<file path="config.mk">
export PLATFORM = sky130hd
export DESIGN_NAME = comp_mac
export DESIGN_NICKNAME = d
export VERILOG_FILES = /design/src/rtl/comp_mac.sv
export SDC_FILE = /design/constraint.sdc
export NUM_CORES = 1
export LEC_CHECK = 0
export ABC_CLOCK_PERIOD_IN_PS = 9200
export CELL_PAD_IN_SITES_DETAIL_PLACEMENT = 1
export CELL_PAD_IN_SITES_GLOBAL_PLACEMENT = 1
export CORE_MARGIN = 10
export CORE_UTILIZATION = 37
export DETAILED_ROUTE_END_ITERATION = 12
export DONT_BUFFER_PORTS = 1
export PLACE_DENSITY = 0.69
export SYNTH_ARGS = -nofsm -noshare
export SYNTH_HDL_FRONTEND = slang
export SYNTH_SLANG_ARGS = --single-unit
</file>
<file path="constraint.sdc">
create_clock -name clk -period 9.2 [get_ports clk]
set_input_delay 1.84 -clock clk [delete_from_list [all_inputs] [get_ports clk]]
set_output_delay 1.84 -clock clk [all_outputs]
set_load 0.01 [all_outputs]
</file>
<file path="src/rtl/comp_mac.sv">
// Multi-channel unsigned multiply / dot-product / saturating accumulate pipeline.
// Three register stages: operand capture, per-channel products plus their sum, output update.
module comp_mac #(
  parameter int p_size      = 8,
  parameter int p_channels  = 4,
  parameter int p_acc_width = 24
) (
  input  logic                           clk,
  input  logic                           rst,
  input  logic                           ena,
  input  logic                           i_mode,
  input  logic                           i_clr,
  input  logic [p_channels*p_size-1:0]   i_param,
  input  logic [p_channels*p_size-1:0]   i_param_2,
  output logic [p_channels*2*p_size-1:0] o_param,
  output logic [p_acc_width-1:0]         o_param_2,
  output logic                           o_sat,
  output logic                           dv
);

  localparam int pw = 2 * p_size;

  // The product sum must fit the accumulator without overflow.
  if (p_acc_width < pw + $clog2(p_channels)) begin : g_param_check
    $error("comp_mac: p_acc_width too small for p_size/p_channels");
  end

  logic [p_channels*p_size-1:0] a_reg, b_reg;
  logic                         mode_s1_reg, clr_s1_reg, valid_s1_reg;

  logic [p_channels*pw-1:0]     prod_next, prod_reg;
  logic [p_acc_width-1:0]       sum_next, sum_reg;
  logic                         mode_s2_reg, clr_s2_reg, valid_s2_reg;

  logic [p_acc_width-1:0]       acc_reg;
  logic [p_acc_width:0]         acc_ext;

  for (genvar gi = 0; gi < p_channels; gi++) begin : g_mul
    assign prod_next[gi*pw +: pw] = {{p_size{1'b0}}, a_reg[gi*p_size +: p_size]}
                                  * {{p_size{1'b0}}, b_reg[gi*p_size +: p_size]};
  end

  always_comb begin
    sum_next = '0;
    for (int k = 0; k < p_channels; k++) begin
      sum_next = sum_next + p_acc_width'(prod_next[k*pw +: pw]);
    end
  end

  assign acc_ext = {1'b0, acc_reg} + {1'b0, sum_reg};

  always_ff @(posedge clk) begin
    if (rst) begin
      a_reg        <= '0;
      b_reg        <= '0;
      mode_s1_reg  <= 1'b0;
      clr_s1_reg   <= 1'b0;
      valid_s1_reg <= 1'b0;
    end else begin
      a_reg        <= i_param;
      b_reg        <= i_param_2;
      mode_s1_reg  <= i_mode;
      clr_s1_reg   <= i_clr;
      valid_s1_reg <= ena;
    end
  end

  always_ff @(posedge clk) begin
    if (rst) begin
      prod_reg     <= '0;
      sum_reg      <= '0;
      mode_s2_reg  <= 1'b0;
      clr_s2_reg   <= 1'b0;
      valid_s2_reg <= 1'b0;
    end else begin
      prod_reg     <= prod_next;
      sum_reg      <= sum_next;
      mode_s2_reg  <= mode_s1_reg;
      clr_s2_reg   <= clr_s1_reg;
      valid_s2_reg <= valid_s1_reg;
    end
  end

  always_ff @(posedge clk) begin
    if (rst) begin
      o_param   <= '0;
      o_param_2 <= '0;
      acc_reg   <= '0;
      o_sat     <= 1'b0;
      dv        <= 1'b0;
    end else begin
      dv <= valid_s2_reg;
      if (valid_s2_reg) begin
        o_param <= prod_reg;
        if (!mode_s2_reg || clr_s2_reg) begin
          o_param_2 <= sum_reg;
          acc_reg   <= sum_reg;
          o_sat     <= 1'b0;
        end else if (acc_ext[p_acc_width]) begin
          o_param_2 <= '1;
          acc_reg   <= '1;
          o_sat     <= 1'b1;
        end else begin
          o_param_2 <= acc_ext[p_acc_width-1:0];
          acc_reg   <= acc_ext[p_acc_width-1:0];
        end
      end else if (clr_s2_reg) begin
        // Data-less clear token: wipe the run but keep the last products visible.
        o_param_2 <= '0;
        acc_reg   <= '0;
        o_sat     <= 1'b0;
      end
    end
  end

endmodule

</file>
==> flow_metrics.tcl, run 1 <==
set metrics [dict create \
    cts.sinks 242 \
    dp_hpwl_mm 39.5 \
    clkTransAtPathRegs_ns 0.06 \
    grt_max_degree 229 \
    num_antenna_cells 0 \
    grt_pass1_wl_mm 78.1 \
    drc 0 \
    cpPeakStageDelay_ns 0.55 \
    finalSetupTns_ns 0 \
    first_global_vias 13800 \
    setup_viol_count_final 0 \
    hold_depth 1 \
    gr-total-overflow 0 \
    synth_seq_cells 242 \
    powerDensity_mw_per_mm2 177 \
    h-tree-depth 1 \
    insertion_delay_ns 0.57 \
    yosys.area.top_type "dfxtp_1" \
    drtAntennaViolNets 0 \
    maxCapViolations 0 \
    tightest_slew_ns 0.877 \
    hold_path_class "flip-flop to flip-flop" \
    relSlewSlack_pct 41.3 \
    final_nets 2311 \
    status "completed" \
    core_sq_mm 0.0477 \
    min_from "valid_s1_reg$_SDFF_PP0_" \
    fin_hold_ws_ns 0.432 \
    ctsHoldBuffers 0 \
    seq_area_frac_synth_pct 27.1 \
    vdd_ir_drop_max_mv 0.147 \
    fin_skew_ns 0.0147 \
    top_level_ports 159 \
    gp_congestion 0.891 \
    cp_cell_sequence "nand2_1 -> fa_1 -> fa_1 -> inv_1 -> fa_1 -> inv_1 -> fa_1 -> inv_1 -> ha_1 -> a21oi_1 -> nor2b_1 -> a311o_1 -> a31oi_1 -> o21ai_1 -> xnor2_1 -> fa_1 -> fa_1 -> inv_1 -> ha_1 -> a2111o_1 -> o22ai_1 -> mux2_1" \
    path_buf_inv 4 \
    cp-end-kind "flip-flop" \
    initial_core_util_pct 37.5 \
    die_width_um 240 \
    cts_buffer_depth 3 \
    ff2ff_path_depth 22 \
    synth_ff_type "dfxtp_1" \
    drive_above_1_share_pct 3.09 \
    portBuffers 0 \
    fp-row-count 80 \
    cp_slowest_cell "fa_1" \
    ctsResizeCount 0 \
    worst-endpoint-required_ns 9.66 \
    track_usage_pct 17.1 \
    hold_end "valid_s2_reg$_SDFF_PP0_" \
    n_fill_cell 5428 \
    numCtsBuffers 28 \
    synth_area_sq_mm 0.0179 \
    r2r_end "sum_reg[16]$_SDFF_PP0_" \
    synth.area.top_cells "dfxtp_1, fa_1, ha_1" \
    synth_top_area_share_pct 27.1 \
    synth_cells 1896 \
    slew_viol_final 0 \
    fmax_mhz 145 \
    avgSynthCellArea_sq_um 9.44 \
    tritoncts "yes" \
    wirelength_mm 48.8 \
    fin_crit_sh_pct 75.0 \
    async_flop_share_pct 0 \
    first_pass_iters 5 \
    hold_violations 0 \
    drt_iter0_drc 464 \
    yosysWarningCount 0 \
    rsz0062_at_grt "no" \
    rrSetupSlack_ns 2.30 \
    timing.rr.start "b_reg[2]$_SDFF_PP0_" \
    antenna_found_initial 2 \
    crit_family "adder cells" \
    cp_max_fo 8 \
    crit_type "flip-flop to flip-flop" \
    syn-num-nets 2321 \
    wl_per_cell_um 19.3 \
    synth_edf_count 0 \
    post-cts-setup-buffers 0 \
    vias 12500 \
    fp.dieArea_sq_mm 0.0576 \
    leakagePower_nw 9.24 \
    chipHeight_um 240 \
    crit_top_cell "fa_1" \
    min_period_ns 6.90 \
    cts-root-buf "clkbuf_16" \
    via_per_inst 4.94 \
    yosysUniqueCellTypes 65 \
    syn_to_final_growth_pct 8.98 \
    worstPathArrival_ns 7.36 \
    start_kind "flip-flop" \
]
-- logic make-up (layout without fill, tap and decap cells) --
logic type | after synthesis | after routing | synth area share, %
xor gates and xnor gates | 72 | 72 | 3.52
muxes | 65 | 65 | 3.64
buffers and inverters | 298 | 309 | 6.33
and+or+nand+nor | 639 | 639 | 18.7
DFF | 242 | 242 | 27.1
AOI/OAI and AO/OA | 224 | 224 | 8.43
adders and majority gates | 356 | 356 | 32.3
-- power breakdown --
| group | internal [mW] | switching [mW] |
|---|---|---|
| Combinational | 0.451 | 0.619 |
| Clock | 0.726 | 0.457 |
| Sequential | 1.13 | 0.0806 |
-- through the flow --
stage	worst slack [ns]	utilization [%]	instance area, sq um	std cells	power (mW)
after floorplan	2.86	-	17900	1896	2.03
after global placement	2.43	38.8	18500	2471	2.26
after detailed placement	2.25	38.8	18500	2471	2.30
after CTS	2.23	40.8	19500	2522	3.51
after global routing	1.87	40.8	19500	2522	3.70
final	2.30	40.8	19500	2522	3.46
-- final cells by class --
| type | count | area, sq um | area share (%) |
|---|---|---|---|
| multi-input cells | 1356 | 11900 | 61.1 |
| flip-flops and latches | 242 | 4850 | 24.9 |
| clock buffers | 41 | 821 | 4.21 |
| repair buffers | 4 | 30.0 | 0.154 |
| inverters | 254 | 953 | 4.89 |
| well taps | 615 | 769 | 3.95 |
| clock inverters | 10 | 158 | 0.808 |
-- worst register-to-register path, cell delays in order, from the launching register on --
cell and delay (ns):
dfxtp_1 0.44, nand2_1 0.12, fa_1 0.51, fa_1 0.55, inv_1 0.05, fa_1 0.47
inv_1 0.05, fa_1 0.48, inv_1 0.04, ha_1 0.32, a21oi_1 0.15, nor2b_1 0.06
a311o_1 0.37, a31oi_1 0.27, o21ai_1 0.13, xnor2_1 0.39, fa_1 0.53, fa_1 0.52
inv_1 0.05, ha_1 0.36, a2111o_1 0.43, o22ai_1 0.16, mux2_1 0.34
-- metal layers --
layer | part of all wire, % | GRT usage [%]
met1 | 45 | 22.1
met2 | 48 | 28.9
met3 | 5.2 | 3.39
met4 | 1.9 | 3.93
met5 | 0 | 0
-- Yosys cell counts, types with 6 or more instances --
cell / n
a31oi_1: 6
xnor2_1: 44
xor2_1: 28
o21ai_0: 36
clkbuf_1: 34
o21ai_1: 6
a21o_1: 24
dfxtp_1: 242
inv_1: 254
o21bai_1: 7
o221ai_1: 8
and2_1: 198
nor2_1: 140
a21oi_1: 65
fa_1: 177
ha_1: 179
nand2b_1: 8
o21a_1: 15
mux2i_1: 64
nor3_1: 11
nand3_1: 7
nor2b_1: 131
nand2_1: 123
o211ai_1: 7
-- how the worst max path moves through the flow --
| stage | start | to | slack [ns] | cells past startpoint |
|---|---|---|---|---|
| after floorplan | a_reg[5]$_SDFF_PP0_ | sum_reg[16]$_SDFF_PP0_ | 2.86 | 27 |
| after global placement | b_reg[2]$_SDFF_PP0_ | sum_reg[16]$_SDFF_PP0_ | 2.43 | 22 |
| after detailed placement | b_reg[2]$_SDFF_PP0_ | sum_reg[16]$_SDFF_PP0_ | 2.25 | 22 |
| after CTS | b_reg[2]$_SDFF_PP0_ | sum_reg[16]$_SDFF_PP0_ | 2.23 | 22 |
| after global routing | b_reg[2]$_SDFF_PP0_ | sum_reg[16]$_SDFF_PP0_ | 1.87 | 22 |
| final | b_reg[2]$_SDFF_PP0_ | sum_reg[16]$_SDFF_PP0_ | 2.30 | 22 |
-- cell usage in the layout, fill, tap and decap left out, types with 11 or more instances in the layout --
| master | synthesis | final |
|---|---|---|
| a21o_1 | 24 | 24 |
| a21oi_1 | 65 | 65 |
| and2_1 | 198 | 198 |
| clkbuf_16 | 0 | 29 |
| dfxtp_1 | 242 | 241 |
| fa_1 | 177 | 177 |
| ha_1 | 179 | 179 |
| inv_1 | 254 | 254 |
| mux2i_1 | 64 | 64 |
| nand2_1 | 123 | 123 |
| nor2_1 | 140 | 140 |
| nor2b_1 | 131 | 131 |
| nor3_1 | 11 | 11 |
| o21a_1 | 15 | 15 |
| o21ai_0 | 36 | 36 |
| xnor2_1 | 44 | 44 |
| xor2_1 | 28 | 28 |
Note: power is estimated with default switching activity, not from simulation.
==> inputs of run 2 (changes only) <==
--- a/config.mk
+++ b/config.mk
@@ -5,7 +5,7 @@
 export SDC_FILE = /design/constraint.sdc
 export NUM_CORES = 1
 export LEC_CHECK = 0
-export ABC_CLOCK_PERIOD_IN_PS = 9200
+export ABC_CLOCK_PERIOD_IN_PS = 6600
 export CELL_PAD_IN_SITES_DETAIL_PLACEMENT = 1
 export CELL_PAD_IN_SITES_GLOBAL_PLACEMENT = 1
 export CORE_MARGIN = 10
==> constraint.sdc (replaced) <==
create_clock -name clk -period 6.6 [get_ports clk]
set_input_delay 1.32 -clock clk [delete_from_list [all_inputs] [get_ports clk]]
set_output_delay 1.32 -clock clk [all_outputs]
set_load 0.01 [all_outputs]
==> run 2 against run 1 <==
Against the previous run: clock-buffer cell count is 4 lower; via count rose by 3.0%; hold slack gained 0.0093 ns; sequential power is 38% higher; critical path depth is 2 higher; clock skew fell by 0.0056 ns; cell count increased by 2.3%; global-route usage grew 0.19 points; register-to-register slack worse by 2.2 ns; maximum frequency grew 6.5%.
==> flow_metrics.tcl, run 2 (synthesized netlist as in run 1, its figures left out) <==
set metrics [dict create \
    hold_path_class "flip-flop to flip-flop" \
    first_global_vias 14300 \
    crit_start "a_reg[13]$_SDFF_PP0_" \
    gr-total-overflow 0 \
    leakagePower_nw 9.65 \
    die_width_um 240 \
    maxCapViolations 0 \
    finalPower_mw 5.15 \
    grt_max_degree 229 \
    fp-row-count 80 \
    timing.rr.start "a_reg[13]$_SDFF_PP0_" \
    wirelength_mm 50.1 \
    core_sq_mm 0.0477 \
    min_period_ns 6.48 \
    postPlaceCellArea_sq_mm 0.0189 \
    drtAntennaViolNets 0 \
    insertion_delay_ns 0.58 \
    drt_iter0_drc 473 \
    worst-endpoint-required_ns 7.07 \
    vias 12800 \
    vdd_ir_drop_max_mv 0.193 \
    track_usage_pct 17.3 \
    fmax_mhz 154 \
    crit_type "flip-flop to flip-flop" \
    post-route-util_pct 42.7 \
    finalWorstSetupSlack_ns 0.121 \
    relSlewSlack_pct 19.6 \
    cp_max_fo 7 \
    cts-root-buf "clkbuf_16" \
    fp.dieArea_sq_mm 0.0576 \
    start_kind "flip-flop" \
    fin_crit_sh_pct 98.2 \
    portBuffers 0 \
    place_ws_ns -0.184 \
    antenna_found_initial 0 \
    final_cell_mix "inv_1, dfxtp_1, and2_1" \
    final_area_sq_mm 0.0204 \
    clkTransAtPathRegs_ns 0.06 \
    grt_pass1_wl_mm 79.2 \
    via_per_inst 4.97 \
    tightest_slew_ns 1.20 \
    drive_above_1_share_pct 10.6 \
    final_common_cell "inv_1" \
    num_antenna_cells 0 \
    cts_buffer_depth 3 \
    min_from "valid_s1_reg$_SDFF_PP0_" \
    slew_viol_final 0 \
    h-tree-depth 1 \
    worstPathArrival_ns 6.95 \
    gp_congestion 0.864 \
    numCtsBuffers 29 \
    powerDensity_mw_per_mm2 253 \
    fin_skew_ns 0.00906 \
    drc 0 \
    chipHeight_um 240 \
    initial_core_util_pct 37.5 \
    ctsHoldBuffers 0 \
    status "completed" \
    cts.sinks 242 \
    cp-end-kind "flip-flop" \
    first_pass_iters 5 \
    n_fill_cell 5428 \
    setup_viol_count_final 0 \
    syn_to_final_growth_pct 13.9 \
    tritoncts "yes" \
    final_nets 2371 \
    wl_per_cell_um 19.4 \
    dp_hpwl_mm 39.7 \
    hold_violations 0 \
    rsz0062_at_grt "yes" \
    top_level_ports 159 \
]
[run 2: cell types whose count changed in the layout (fill, tap and decap cells not counted), sizes merged]
cell | before | now
buf | 4 | 63
bufinv | 4 | 1
clkbuf | 41 | 37
clkinv | 4 | 7
clkinvlp | 1 | 2
inv | 255 | 258
[run 2: layout make-up]
cell class                      count  area [sq um]  share of cell area [%]
Clock buffer                       37           816                    4.00
Clock inverter                     14           115                   0.565
Inverter                          254           953                    4.68
Multi-Input combinational cell   1356         12400                    60.6
Sequential cell                   242          4900                    24.0
Tap cell                          615           769                    3.78
Timing Repair Buffer               63           473                    2.32
[run 2: path summary, 6_finish.rpt]
check / depth (start not counted) / slack, ns / to
min: 1 / 0.44 / valid_s2_reg$_SDFF_PP0_
max: 24 / 0.12 / sum_reg[16]$_SDFF_PP0_
max reg2reg: 24 / 0.12 / sum_reg[16]$_SDFF_PP0_
min reg2reg: 1 / 0.44 / valid_s2_reg$_SDFF_PP0_
[run 2: layer usage]
layer  GRT usage, %  part of all wire (%)
met1           21.5                    43
met4           4.33                   1.9
met5              0                     0
met3           3.13                   4.7
met2           30.3                    50
[run 2: where the power goes]
group,internal (mW),switching [mW]
clock,0.909,0.662
sequential,1.57,0.103
combinational,0.871,1.03
[run 2: what timing repair did]
| action | in CTS | in global routing |
|---|---|---|
| gates cloned | 0 | 0 |
| setup buffers | 0 | 10 |
| gates resized for setup | 24 | 85 |
| endpoints found under the hold margin | 0 | 0 |
| pin swaps | 1 | 33 |
| setup endpoints to repair | 5 | 6 |
[run 2: metrics by stage]
stage          std cells  TNS [ns]  hold slack [ns]
5_1_grt             2581    -0.185            0.455
6_report            2581         0            0.442
3_5_place_dp        2520    -0.529            0.430
4_1_cts             2571         0            0.445
2_1_floorplan       1896         0            0.414
3_3_place_gp        2520         0            0.414
[run 2: worst max-delay path: stages, from the launching register on]
cell and delay (ns):
dfxtp_2 0.33, buf_4 0.16, and2_1 0.15, fa_1 0.48, fa_1 0.53, fa_1 0.50
inv_1 0.06, fa_1 0.48, inv_1 0.05, ha_2 0.38, nand3_1 0.11, o21ai_2 0.23
xor2_1 0.38, fa_1 0.49, inv_1 0.10, fa_1 0.44, inv_1 0.11, ha_4 0.22
a21oi_2 0.16, nor2_1 0.08, a21oi_2 0.15, o31ai_4 0.10, o21a_1 0.22, o22ai_2 0.14
mux2_4 0.32
==> inputs of run 3 (changes only) <==
--- a/config.mk
+++ b/config.mk
@@ -10,6 +10,7 @@
 export CELL_PAD_IN_SITES_GLOBAL_PLACEMENT = 1
 export CORE_MARGIN = 10
 export CORE_UTILIZATION = 37
+export CTS_CLUSTER_SIZE = 25
 export DETAILED_ROUTE_END_ITERATION = 12
 export DONT_BUFFER_PORTS = 1
 export PLACE_DENSITY = 0.69
==> run 3 against run 2 <==
Against the previous run: cell count did not move; first-iteration DRC count rose by 12%; final area fell by 0.13%; via count fell by 0.46%; largest cell class unchanged; clock power barely moved.
==> flow_metrics.tcl, run 3 (synthesized netlist as in run 1, its figures left out) <==
set metrics [dict create \
    status "completed" \
    postPlaceCellArea_sq_mm 0.0189 \
    via_per_inst 4.94 \
    cpPeakStageDelay_ns 0.55 \
    vias 12800 \
    grt_pass1_wl_mm 79.1 \
    hold_violations 0 \
    cp-end-kind "flip-flop" \
    cts-root-buf "clkbuf_16" \
    drtAntennaViolNets 0 \
    gr-total-overflow 0 \
    maxCapViolations 0 \
    start_kind "flip-flop" \
    ctsHoldBuffers 0 \
    first_global_vias 14300 \
    finalPower_mw 5.15 \
    hold_path_class "flip-flop to flip-flop" \
    final_common_cell "inv_1" \
    timing.rr.start "a_reg[3]$_SDFF_PP0_" \
    fp.dieArea_sq_mm 0.0576 \
    initial_core_util_pct 37.5 \
    final_nets 2370 \
    place_inst 2520 \
    fp-row-count 80 \
    fmax_mhz 155 \
    worst-endpoint-required_ns 7.07 \
    first_pass_iters 4 \
    relSlewSlack_pct 19.4 \
    cts.sinks 242 \
    numCtsBuffers 29 \
    tightest_slew_ns 1.20 \
    final_cells 2581 \
    leakagePower_nw 9.65 \
    slew_viol_final 0 \
    dp_hpwl_mm 39.7 \
    setup_viol_count_final 0 \
    drt_iter0_drc 532 \
    gp_congestion 0.864 \
    fin_skew_ns 0.0120 \
    cp_slowest_cell "fa_1" \
    final_cell_mix "inv_1, dfxtp_1, and2_1" \
    final_area_sq_mm 0.0204 \
    track_usage_pct 17.3 \
    crit_start "a_reg[3]$_SDFF_PP0_" \
    grt_max_degree 229 \
    top_level_ports 159 \
    tritoncts "yes" \
    worstPathArrival_ns 6.91 \
    min_period_ns 6.44 \
    num_antenna_cells 0 \
    powerDensity_mw_per_mm2 253 \
    drive_above_1_share_pct 10.3 \
    fin_crit_sh_pct 97.6 \
    clkTransAtPathRegs_ns 0.06 \
    antenna_found_initial 0 \
    syn_to_final_growth_pct 13.8 \
    n_fill_cell 5437 \
    min_from "valid_s1_reg$_SDFF_PP0_" \
    core_sq_mm 0.0477 \
    vdd_ir_drop_max_mv 0.194 \
    rsz0062_at_grt "yes" \
    h-tree-depth 1 \
    fin_hold_ws_ns 0.442 \
    drc 0 \
    wirelength_mm 49.8 \
    crit_top_cell "fa_1" \
    insertion_delay_ns 0.58 \
    chipHeight_um 240 \
    portBuffers 0 \
    wl_per_cell_um 19.3 \
    cts_buffer_depth 3 \
    crit_type "flip-flop to flip-flop" \
    cp_max_fo 7 \
    die_width_um 240 \
]
==> run 3: worst paths after layout <==
check                                  to  slack, ns  cells past startpoint
setup / recovery   sum_reg[16]$_SDFF_PP0_       0.16                     27
hold / removal    valid_s2_reg$_SDFF_PP0_       0.44                      1
setup reg to reg   sum_reg[16]$_SDFF_PP0_       0.16                     27
hold reg to reg   valid_s2_reg$_SDFF_PP0_       0.44                      1
==> run 3: layout make-up <==
cell class	count	area (sq um)	share of cell area (%)
repair buffers	62	465	2.29
well taps	615	769	3.78
flip-flops and latches	242	4900	24.1
multi-input cells	1356	12300	60.6
inverters	254	953	4.68
clock inverters	13	110	0.541
clock buffers	39	833	4.09
==> run 3: worst max-delay path, delay by kind of cell, from the launching register on <==
family                     cells  cell delay [ns]
AOI/OAI and AO/OA              7             1.17
xor gates and xnor gates       1             0.09
DFF                            1             0.38
and+or+nand+nor                3             0.20
buffers and inverters          7             0.64
muxes                          1             0.33
adders and majority gates      8             3.51
==> run 3: per-stage QoR <==
stage               util [%]  TNS, ns  setup WS [ns]
global route            42.6   -0.193         -0.100
detailed placement      39.6   -0.529         -0.184
CTS                     41.7        0        0.00139
global placement        39.6        0         0.0659
floorplan                  -        0          0.259
finish                  42.6        0          0.160
==> run 3: timing repair <==
| action | in CTS | in global routing |
|---|---|---|
| pin swaps | 0 | 31 |
| setup endpoints to repair | 5 | 6 |
| resized for setup | 24 | 76 |
| gates cloned | 0 | 0 |
| setup buffers | 0 | 9 |
==> run 3: metal layers <==
metal | GRT usage [%] | share of wire (%) | vias up
met5 | 0 | 0 | -
met4 | 4.29 | 2.0 | 0
met1 | 21.5 | 44 | 6377
li1 | - | - | 6169
met3 | 3.13 | 4.8 | 49
met2 | 30.2 | 49 | 168
==> run 3: where the power goes <==
part	internal [mW]	total, mW	switching, mW	leakage (nW)
sequential	1.57	1.67	0.103	1.99
combinational	0.862	1.89	1.03	7.19
clock	0.923	1.59	0.664	0.467
